### src/rtl/leb128_reader_pkg.sv
// Shared constants, state encoding and datapath helpers for the LEB128 reader.
//   LEB_MAX_BYTES  : longest legal encoding of a 32-bit value
//   LEB_CONT_BIT   : continuation flag position inside an encoded byte
//   state_t        : reader FSM states (IDLE=0, FETCH=1, DONE=2, ERR=3)
//   leb_accumulate : merge one 7-bit group into the accumulator, sign-extend on the last byte
//   leb_fifth_ok   : unused-bit rule for the fifth byte of a 32-bit encoding
package leb128_reader_pkg;

  localparam int LEB_MAX_BYTES = 5;
  localparam int LEB_CONT_BIT  = 7;

  typedef enum logic [1:0] {
    IDLE  = 2'd0,
    FETCH = 2'd1,
    DONE  = 2'd2,
    ERR   = 2'd3
  } state_t;

  // payload is the low seven bits of the byte; shift is the bit position of its lsb.
  // On the terminating byte of a signed value, bit 6 of the payload is the sign and is
  // copied into every bit above the group, unless the group already reaches bit 31.
  function automatic logic [31:0] leb_accumulate(input logic [31:0] acc,
                                                 input logic [6:0]  payload,
                                                 input logic [4:0]  shift,
                                                 input logic        sgn,
                                                 input logic        last);
    logic [31:0] field;
    logic [31:0] result;
    logic [5:0]  top;
    field  = 32'(payload) << shift;
    result = acc | field;
    top    = 6'(shift) + 6'd7;
    if (last && sgn && payload[6] && (top < 6'd32)) begin
      result = result | (32'hFFFF_FFFF << top);
    end
    return result;
  endfunction

  // hi = byte[6:3]. Only bits [3:0] of the fifth byte land inside 32 bits; the bits
  // above must be zero (u32) or copies of bit 3 (s32), otherwise the value overflows.
  function automatic logic leb_fifth_ok(input logic [3:0] hi, input logic sgn);
    logic ok;
    if (sgn) ok = (hi[3:1] == {3{hi[0]}});
    else     ok = (hi[3:1] == 3'b000);
    return ok;
  endfunction

endpackage

### src/rtl/leb128_reader_if.sv
// Byte-wide ROM read port used by the LEB128 reader.
//   rom_addr     : byte address (reader -> ROM)
//   rom_read_en  : read request, held until rom_ready (reader -> ROM)
//   rom_data_out : read data, valid while rom_ready is high (ROM -> reader)
//   rom_ready    : one-cycle pulse answering a request (ROM -> reader)
// modport master is the reader side, modport slave is the ROM side.
interface leb128_reader_if #(
  parameter int ADDR_W = 32
);

  logic [ADDR_W-1:0] rom_addr;
  logic              rom_read_en;
  logic [7:0]        rom_data_out;
  logic              rom_ready;

  modport master (
    output rom_addr,
    output rom_read_en,
    input  rom_data_out,
    input  rom_ready
  );

  modport slave (
    input  rom_addr,
    input  rom_read_en,
    output rom_data_out,
    output rom_ready
  );

endinterface

### src/rtl/leb128_reader.sv
// Byte-serial LEB128 decoder (u32 / s32) sitting between the byte ROM and the
// wasm loader / immediate fetch path.
//   clk, rst    : clock, asynchronous active-high reset
//   start       : begin a decode (only looked at while idle)
//   start_addr  : address of the first encoded byte
//   is_signed   : 1 = s32 with sign extension, 0 = u32
//   busy        : decode in progress
//   done/error  : one-cycle result pulses
//   value       : decoded value, held until the next successful decode
//   length      : bytes consumed (1..5), held
//   next_addr   : address just past the encoding, held
//   rom         : ROM read port (master side)
module leb128_reader
  import leb128_reader_pkg::*;
#(
  parameter int ADDR_W    = 32,
  parameter int MAX_BYTES = LEB_MAX_BYTES,
  parameter int TIMEOUT   = 16
) (
  input  logic              clk,
  input  logic              rst,
  input  logic              start,
  input  logic [ADDR_W-1:0] start_addr,
  input  logic              is_signed,
  output logic              busy,
  output logic              done,
  output logic              error,
  output logic [31:0]       value,
  output logic [2:0]        length,
  output logic [ADDR_W-1:0] next_addr,
  leb128_reader_if.master   rom
);

  localparam int TIMER_W = $clog2(TIMEOUT + 1);

  state_t             state;
  state_t             next_state;
  logic [ADDR_W-1:0]  cur_addr;
  logic               sgn;
  logic [31:0]        acc;
  logic [4:0]         shift;
  logic [2:0]         count;
  logic [TIMER_W-1:0] timer;

  logic [7:0]  byte_in;
  logic [2:0]  count_inc;
  logic        last_byte;
  logic        terminates;
  logic        fifth_ok;
  logic        timer_expired;
  logic [31:0] acc_next;

  assign byte_in       = rom.rom_data_out;
  assign count_inc     = count + 3'd1;
  assign last_byte     = (count_inc == 3'(MAX_BYTES));
  assign terminates    = !byte_in[LEB_CONT_BIT];
  assign fifth_ok      = leb_fifth_ok(byte_in[6:3], sgn);
  assign timer_expired = (timer == TIMER_W'(TIMEOUT - 1));
  assign acc_next      = leb_accumulate(acc, byte_in[6:0], shift, sgn, terminates);

  // The request address is the current byte address; it simply holds outside FETCH.
  assign rom.rom_addr    = cur_addr;
  assign rom.rom_read_en = (state == FETCH);

  assign busy  = (state == FETCH);
  assign done  = (state == DONE);
  assign error = (state == ERR);

  always_ff @(posedge clk or posedge rst) begin
    if (rst) state <= IDLE;
    else     state <= next_state;
  end

  always_comb begin
    // NOTE: next_state gets its default before the case so every path assigns it
    // and no latch is inferred.
    next_state = state;
    unique case (state)
      IDLE: begin
        if (start) next_state = FETCH;
      end
      FETCH: begin
        if (rom.rom_ready) begin
          // The fifth byte must both terminate and keep its unused bits clean.
          if (last_byte && (!terminates || !fifth_ok)) next_state = ERR;
          else if (terminates)                         next_state = DONE;
        end else if (timer_expired) begin
          next_state = ERR;
        end
      end
      DONE:    next_state = IDLE;
      ERR:     next_state = IDLE;
      default: next_state = IDLE;
    endcase
  end

  // NOTE: all registered state uses non-blocking assignments so every register
  // samples the pre-edge values of the others.
  always_ff @(posedge clk or posedge rst) begin
    if (rst) begin
      cur_addr  <= '0;
      sgn       <= 1'b0;
      acc       <= '0;
      shift     <= '0;
      count     <= '0;
      timer     <= '0;
      value     <= '0;
      length    <= '0;
      next_addr <= '0;
    end else begin
      unique case (state)
        IDLE: begin
          if (start) begin
            cur_addr <= start_addr;
            sgn      <= is_signed;
            acc      <= '0;
            shift    <= '0;
            count    <= '0;
            timer    <= '0;
          end
        end
        FETCH: begin
          if (rom.rom_ready) begin
            acc   <= acc_next;
            count <= count_inc;
            timer <= '0;
            if (next_state == FETCH) begin
              // Moving the address is also what makes the ROM answer the next byte.
              cur_addr <= cur_addr + ADDR_W'(1);
              shift    <= shift + 5'd7;
            end
            if (next_state == DONE) begin
              value     <= acc_next;
              length    <= count_inc;
              next_addr <= cur_addr + ADDR_W'(1);
            end
          end else begin
            timer <= timer + TIMER_W'(1);
          end
        end
        default: ;
      endcase
    end
  end

endmodule

### src/flat_wrapper.sv
// flat-port wrapper written by rule: the top's interface ports become plain ports
module leb128_reader_flat import leb128_reader_pkg::*;
#(
  parameter int ADDR_W    = 32,
  parameter int MAX_BYTES = LEB_MAX_BYTES,
  parameter int TIMEOUT   = 16
)
  (clk, rst, start, start_addr, is_signed, busy, done, error, value, length, next_addr, rom_rom_addr, rom_rom_read_en, rom_rom_data_out, rom_rom_ready);
  leb128_reader_if #(.ADDR_W(ADDR_W)) rom_i ();
  input  logic clk;
  input  logic rst;
  input  logic start;
  input  logic [ADDR_W-1:0] start_addr;
  input  logic is_signed;
  output logic busy;
  output logic done;
  output logic error;
  output logic [31:0] value;
  output logic [2:0] length;
  output logic [ADDR_W-1:0] next_addr;
  output wire logic [$bits(rom_i.rom_addr)-1:0] rom_rom_addr;
  output wire logic [$bits(rom_i.rom_read_en)-1:0] rom_rom_read_en;
  input wire logic [$bits(rom_i.rom_data_out)-1:0] rom_rom_data_out;
  input wire logic [$bits(rom_i.rom_ready)-1:0] rom_rom_ready;
  assign rom_rom_addr = rom_i.rom_addr;
  assign rom_rom_read_en = rom_i.rom_read_en;
  assign rom_i.rom_data_out = rom_rom_data_out;
  assign rom_i.rom_ready = rom_rom_ready;
  leb128_reader #(.ADDR_W(ADDR_W), .MAX_BYTES(MAX_BYTES), .TIMEOUT(TIMEOUT)) u_core (.clk(clk), .rst(rst), .start(start), .start_addr(start_addr), .is_signed(is_signed), .busy(busy), .done(done), .error(error), .value(value), .length(length), .next_addr(next_addr), .rom(rom_i));
endmodule
### config.mk
export PLATFORM = sky130hd
export DESIGN_NAME = leb128_reader_flat
export DESIGN_NICKNAME = d
export VERILOG_FILES = /design/src/rtl/leb128_reader_pkg.sv /design/src/rtl/leb128_reader_if.sv /design/src/rtl/leb128_reader.sv /design/src/flat_wrapper.sv
export SDC_FILE = /design/constraint.sdc
export NUM_CORES = 1
export LEC_CHECK = 0
export ABC_AREA = 1
export BUFFER_PORTS_ARGS = -buffer_cell sky130_fd_sc_hd__buf_2
export CORE_MARGIN = 1
export CORE_UTILIZATION = 25
export CTS_CLUSTER_DIAMETER = 100
export DETAILED_ROUTE_END_ITERATION = 8
export GPL_TIMING_DRIVEN = 0
export SLEW_MARGIN = 10
export SYNTH_ARGS = -nofsm -noshare
export SYNTH_HDL_FRONTEND = slang
export SYNTH_SLANG_ARGS = --single-unit
### constraint.sdc
create_clock -name clk -period 3.8 [get_ports clk]
set_input_delay 0.19 -clock clk [delete_from_list [all_inputs] [get_ports clk]]
set_output_delay 0.19 -clock clk [all_outputs]
set_load 0.02 [all_outputs]
* Yosys cells after proc, flatten, opt, wreduce, memory -nomap -nowiden
Index checks and enable logic that the tools add are counted.
** Cells by class
- Mux-type cells :: 24
- Add/sub/neg operators :: 5
- Order comparisons :: 1
- Equal/unequal tests :: 11
- Reductions and logical operators :: 16
- $mul :: 0
- Div/mod/pow operators :: 0
- Bitwise gates (word level) :: 2
- Shifts and indexed selects :: 2
** Operators by type and width (number)
- 32-bit two-way mux :: 6
- 32-bit one-hot mux with 2 select lines :: 2
- 32-bit OR :: 2
- 32-bit by 1-bit adder with 32-bit output, second input constant :: 1
- 32-bit by 6-bit << shifter with 32-bit output, first input constant :: 1
- 7-bit by 5-bit << shifter with 32-bit output :: 1
- 5-bit two-way mux :: 4
- 5-bit one-hot mux with 2 select lines :: 2
- 2-bit two-way mux :: 5
- 5-bit by 3-bit adder with 6-bit output, second input constant :: 1
- 2-bit == test, second input constant :: 3
- 6-bit less-than comparator, second input constant :: 1
- 3-bit two-way mux :: 2
- 2-bit one-hot mux with 3 select lines :: 1
- 3-bit one-hot mux with 2 select lines :: 1
- 3-bit AND reduction :: 2
- 5-bit by 1-bit adder with 5-bit output, second input constant :: 1
- 5-bit by 3-bit adder with 5-bit output, second input constant :: 1
- 5-bit by 4-bit == test with 1-bit output, second input constant :: 1
- 2-bit by 1-bit == test with 1-bit output, second input constant :: 2
- 1-bit logical AND :: 4
- 2-bit by 1-bit inequality test with 1-bit output, second input constant :: 2
- 2-bit AND reduction :: 2
- 4-bit AND reduction :: 1
- other kinds (11) :: 12
** Storage, ports and cells
- Memories :: 0
- Flip-flop bits (word level) :: 147
- Word-level logic and storage cells :: 71
- RAM bits :: 0
- ROM bits :: 0
- Bits in latches :: 0
- Input bits :: 45

* Logic depth before layout (Yosys ltp)
- Word-level depth :: 12
- Depth in mapped cells :: 16
- Gate-level depth less buffers :: 14

* Worst setup path before layout
No wires, ideal clock.
- Path type :: register to register
- Start point :: register u_core.shift[1]
- End point :: register u_core.acc[25]
- Stages on the path, launching flop included :: 16
- Required time :: 3.674 ns
- Setup slack :: 1.764 ns
- Arrival :: 1.910 ns
- Path through :: dfrtp_1 buf_4 inv_2 buf_4 ha_1 inv_1 ha_1 inv_1 nand2_1 nand3_1 nand2_1 nand2_1 nor2_1 nand2_1 nand2_1 o21ai_0
** On the way
- Cells in the longest elaborated chain, start to end :: 6
- Elaborated cells between the ends (all ways) :: 10
** Ends and longest elaborated chain
- start: declaration :: line leb128_reader.sv:41 : logic [4:0] shift;
- start signal: assignment :: line leb128_reader.sv:130 : shift <= shift + 5'd7;
- 5-bit by 3-bit adder with 6-bit output or 7-bit by 5-bit << shifter with 32-bit output (tied branches) :: line leb128_reader_pkg.sv:32, leb128_reader_pkg.sv:30
- 32-bit by 6-bit << shifter with 32-bit output (tied with other cells) :: line leb128_reader_pkg.sv:34 : result = result | (32'hFFFF_FFFF << top);
- 32-bit OR or 1-bit logical AND (tied branches) :: line leb128_reader_pkg.sv:34, leb128_reader_pkg.sv:33
- 32-bit two-way mux (*) :: line leb128_reader_pkg.sv:33 : if (last && sgn && payload[6] && (top < 6'd32)) begin
- 32-bit two-way mux (*) :: line leb128_reader.sv:123 : if (rom.rom_ready) begin
- 32-bit one-hot mux with 2 select lines (*) :: line leb128_reader.sv:111 : unique case (state)
- end signal: assignment :: line leb128_reader.sv:124 : acc <= acc_next;
- end: declaration :: line leb128_reader.sv:40 : logic [31:0] acc;
Mark *: on every way between the ends. The rest lies on a longest branch, timed or not. The select of a mux whose other input is x is not followed.
A chain may end at the register's enable or synchronous reset.

* Worst setup path in the final report
Same ends and word-level chain as after synthesis.

==> impl_metrics.py <==
metrics = {
    "status": {
        "status": "finished clean",
    },
    "routing": {
        "route.detailed.drc": 0,
        "first_pass_iters": 5,
        "drt_iter0_drc": 689,
        "vias_per_cell": 4.675,
        "wl_per_cell_um": 16.78,
        "vias": 8504,
        "ant_nets": 0,
        "wl_um": 30520,
    },
    "setup_path": {
        "crit_start": "u_core.shift[1]$_DFFE_PP0P_",
        "cp_top_family": "buffers and inverters",
        "r2r_cells": 15,
        "cp_cell_sequence": "buf_4 -> inv_2 -> buf_4 -> ha_1 -> inv_1 -> ha_1 -> inv_1 -> nand2_1 -> nand3_1 -> nand2_1 -> nand2_1 -> nor2_1 -> nand2_1 -> nand2_1 -> o21ai_0",
        "cpPeakStageDelay_ps": 410,
        "critPathMaxFanout": 11,
        "crit_arrival_ps": 2830,
        "path_class": "reg -> reg",
        "timing.rr.start": "u_core.shift[1]$_DFFE_PP0P_",
        "critPathLaunchType": "flop",
        "worst_ep_required_time_ps": 4160,
        "crit_slowest_cell": "dfrtp_1",
        "cp_common_cell": "nand2_1",
        "path_buf_inv": 5,
        "cp.depth": 15,
        "end_kind": "flop",
    },
    "timing": {
        "hold_viol": 0,
        "finalCritPeriodShare": 0.6510,
        "clock.fmax_ghz": 0.4043,
        "finClkSkew_ps": 9.529,
        "rsz0062_at_grt": "no",
        "worst_pin_slew_ps": 817.9,
        "final-setup-viol-count": 0,
        "relSlewSlack": 0.4548,
        "finalSetupTns_ps": 0,
        "finalHoldWorstSlack_ps": 50.88,
        "fin_crit_ps": 2474,
        "maxSlewViolCount": 0,
    },
    "placed_design": {
        "place_hpwl_um": 23390,
        "io_buffer_count": 147,
        "globalplace.congestion": 0.9090,
        "placed_cell_area_um2": 9763,
    },
    "power": {
        "leakage_nw": 5.482,
        "totalPowerFinal_mw": 9.394,
        "p_per_area_nw_per_um2": 907.2,
        "peakVddDrop_v": 0.0003997,
    },
    "clock_tree": {
        "cts_hold_buf": 2,
        "clk_latency_ps": 440,
        "cts_tree": "yes",
        "clock_sinks": 147,
        "htreeDepth": 4,
        "cts_buffers": 17,
        "post_cts_buffers": 0,
        "path_clk_slew_ps": 70,
        "cts_root_buffer": "clkbuf_16",
        "cts_resized": 0,
        "ctsLongestPathBuffers": 2,
    },
    "floorplanning": {
        "io_pins": 148,
        "coreArea_um2": 32780,
        "fp.dieH_um": 185.2,
        "die-area_um2": 34300,
        "start_util": 0.2559,
        "num_rows": 66,
        "die_w_um": 185.2,
    },
    "synth": {
        "syn_inst": 1192,
        "ys_ff_latch": 147,
        "netlist_area_um2": 8391,
        "syn_area_per_cell_um2": 7.039,
        "yosysWarnings": 0,
        "ys_seq_area_frac": 0.4384,
        "synth_cell_type_count": 40,
        "syn_nets": 1246,
    },
    "layout": {
        "layout_commonest_cell": "nand2_1",
        "layout-drive-gt1-share": 0.1903,
        "layout.cell_area.non_filler_um2": 10350,
        "layout_common_cells": "nand2_1 (542), buf_2 (164), dfrtp_1 (147)",
        "n_antenna_cell": 0,
        "fin_util": 0.3159,
        "syn_to_final_growth_pct": 23.41,
        "final_nets": 1418,
    },
    "min_path": {
        "holdPathStages": 3,
        "hold_start": "start_addr[3]",
        "hp-class": "in -> reg",
    },
    "grt": {
        "grt_max_degree": 39,
        "grt_usage": 0.1854,
        "grt_pass1_vias": 8171,
        "antenna_found_initial": 0,
        "grt_pass1_wl_um": 47510,
        "overflow": 0,
    },
    "job": {
        "maxCapViolations": 0,
    },
}
## routing by layer
layer,GRT usage,vias up,wire length [µm]
li1,-,4119,-
met1,0.2441,4015,13650
met2,0.3005,329,14050
met3,0.04227,41,2144
met4,0.05554,0,673
met5,0,-,0
## cells in the mapped netlist
cell | count | area (µm²)
nor3_2 | 1 | 10.01
clkbuf_1 | 15 | 56.30
a21oi_4 | 1 | 16.27
buf_1 | 3 | 11.26
buf_4 | 5 | 37.54
and3_1 | 1 | 6.260
a21oi_1 | 16 | 80.08
buf_2 | 17 | 85.08
o31ai_1 | 6 | 45.04
nand3_1 | 99 | 495.5
ha_1 | 9 | 112.6
o21ai_0 | 50 | 250.2
nor2_4 | 5 | 56.30
inv_1 | 74 | 277.8
dfrtp_1 | 147 | 3679
nand4_1 | 12 | 75.07
nor2_2 | 4 | 25.02
o211ai_1 | 2 | 15.01
o21ai_1 | 6 | 30.03
a21boi_1 | 5 | 37.54
buf_6 | 9 | 101.4
xor2_1 | 5 | 43.79
mux2i_1 | 1 | 10.01
nand2_2 | 9 | 56.30
o21ai_2 | 3 | 26.28
a31oi_1 | 3 | 18.77
nand3_2 | 2 | 20.02
a32o_1 | 1 | 10.01
nand2_4 | 2 | 22.52
or2_2 | 7 | 43.79
nand3b_1 | 9 | 67.56
nor3_1 | 2 | 10.01
clkinv_1 | 1 | 3.750
inv_2 | 10 | 37.54
nor2_1 | 96 | 360.4
xnor2_1 | 4 | 35.03
o21bai_1 | 3 | 22.52
o22ai_1 | 2 | 12.51
nand3_4 | 3 | 52.55
nand2_1 | 542 | 2034
## metrics by stage
step | worst slack (ps) | cells
global placement | 688.4 | 1781
floorplan | 1763 | 1192
CTS | 1265 | 1819
detailed placement | 1362 | 1785
finish | 1326 | 1819
global route | 1101 | 1819
## cell families (layout without fill, tap and decap cells)
family,count (synthesis),in the layout,synth area share
XOR/XNOR,9,9,0.009394
buffers and inverters,134,319,0.07277
multiplexers,1,1,0.001193
AND/OR/NAND/NOR,794,794,0.3976
adder cells (fa/ha/maj),9,9,0.01342
flip-flops,147,147,0.4384
AO/OA/AOI/OAI,98,98,0.06725
## area by class of cell
type / count / area (µm²)
clock inverter: 15 / 146.4
timing repair buffer: 153 / 835.8
tap: 442 / 553.0
buffer: 49 / 291.5
clock buffer: 17 / 425.4
fill: 3645 / 22430
multi-input combinational: 911 / 4101
inverter: 85 / 322.8
sequential: 147 / 3679
## registers in the layout, summed over array words and instances (netlist names)
name and flops:
u_core.shift 5, u_core.rom.rom_addr 32, u_core.acc 32, u_core.value 32, u_core.sgn 1, u_core.length 3
u_core.timer 5, u_core.state 2, u_core.next_addr 32, u_core.count 3
## where the power goes
| part | switching, mW | total [mW] | internal, mW |
|---|---|---|---|
| clock | 0.754 | 1.67 | 0.916 |
| combinational | 3.41 | 4.88 | 1.48 |
| sequential | 0.596 | 2.84 | 2.25 |
## worst min-delay path, stage by stage
cell and delay [ps]:
buf_2 90, nor2_1 90, o31ai_1 80
## worst paths after layout
kind	endpoint	slack, ps
worst min-delay path	u_core.rom.rom_addr[3]$_DFFE_PP0P_	50
max in group asynchronous	u_core.rom.rom_addr[2]$_DFFE_PP0P_	2530
min in group asynchronous	u_core.acc[17]$_DFFE_PP0P_	280
worst max-delay path	u_core.acc[25]$_DFFE_PP0P_	1330
worst max register to register	u_core.acc[25]$_DFFE_PP0P_	1330
worst min register to register	u_core.value[28]$_DFFE_PP0P_	470
No activity file was read; power rests on OpenSTA's default activity.
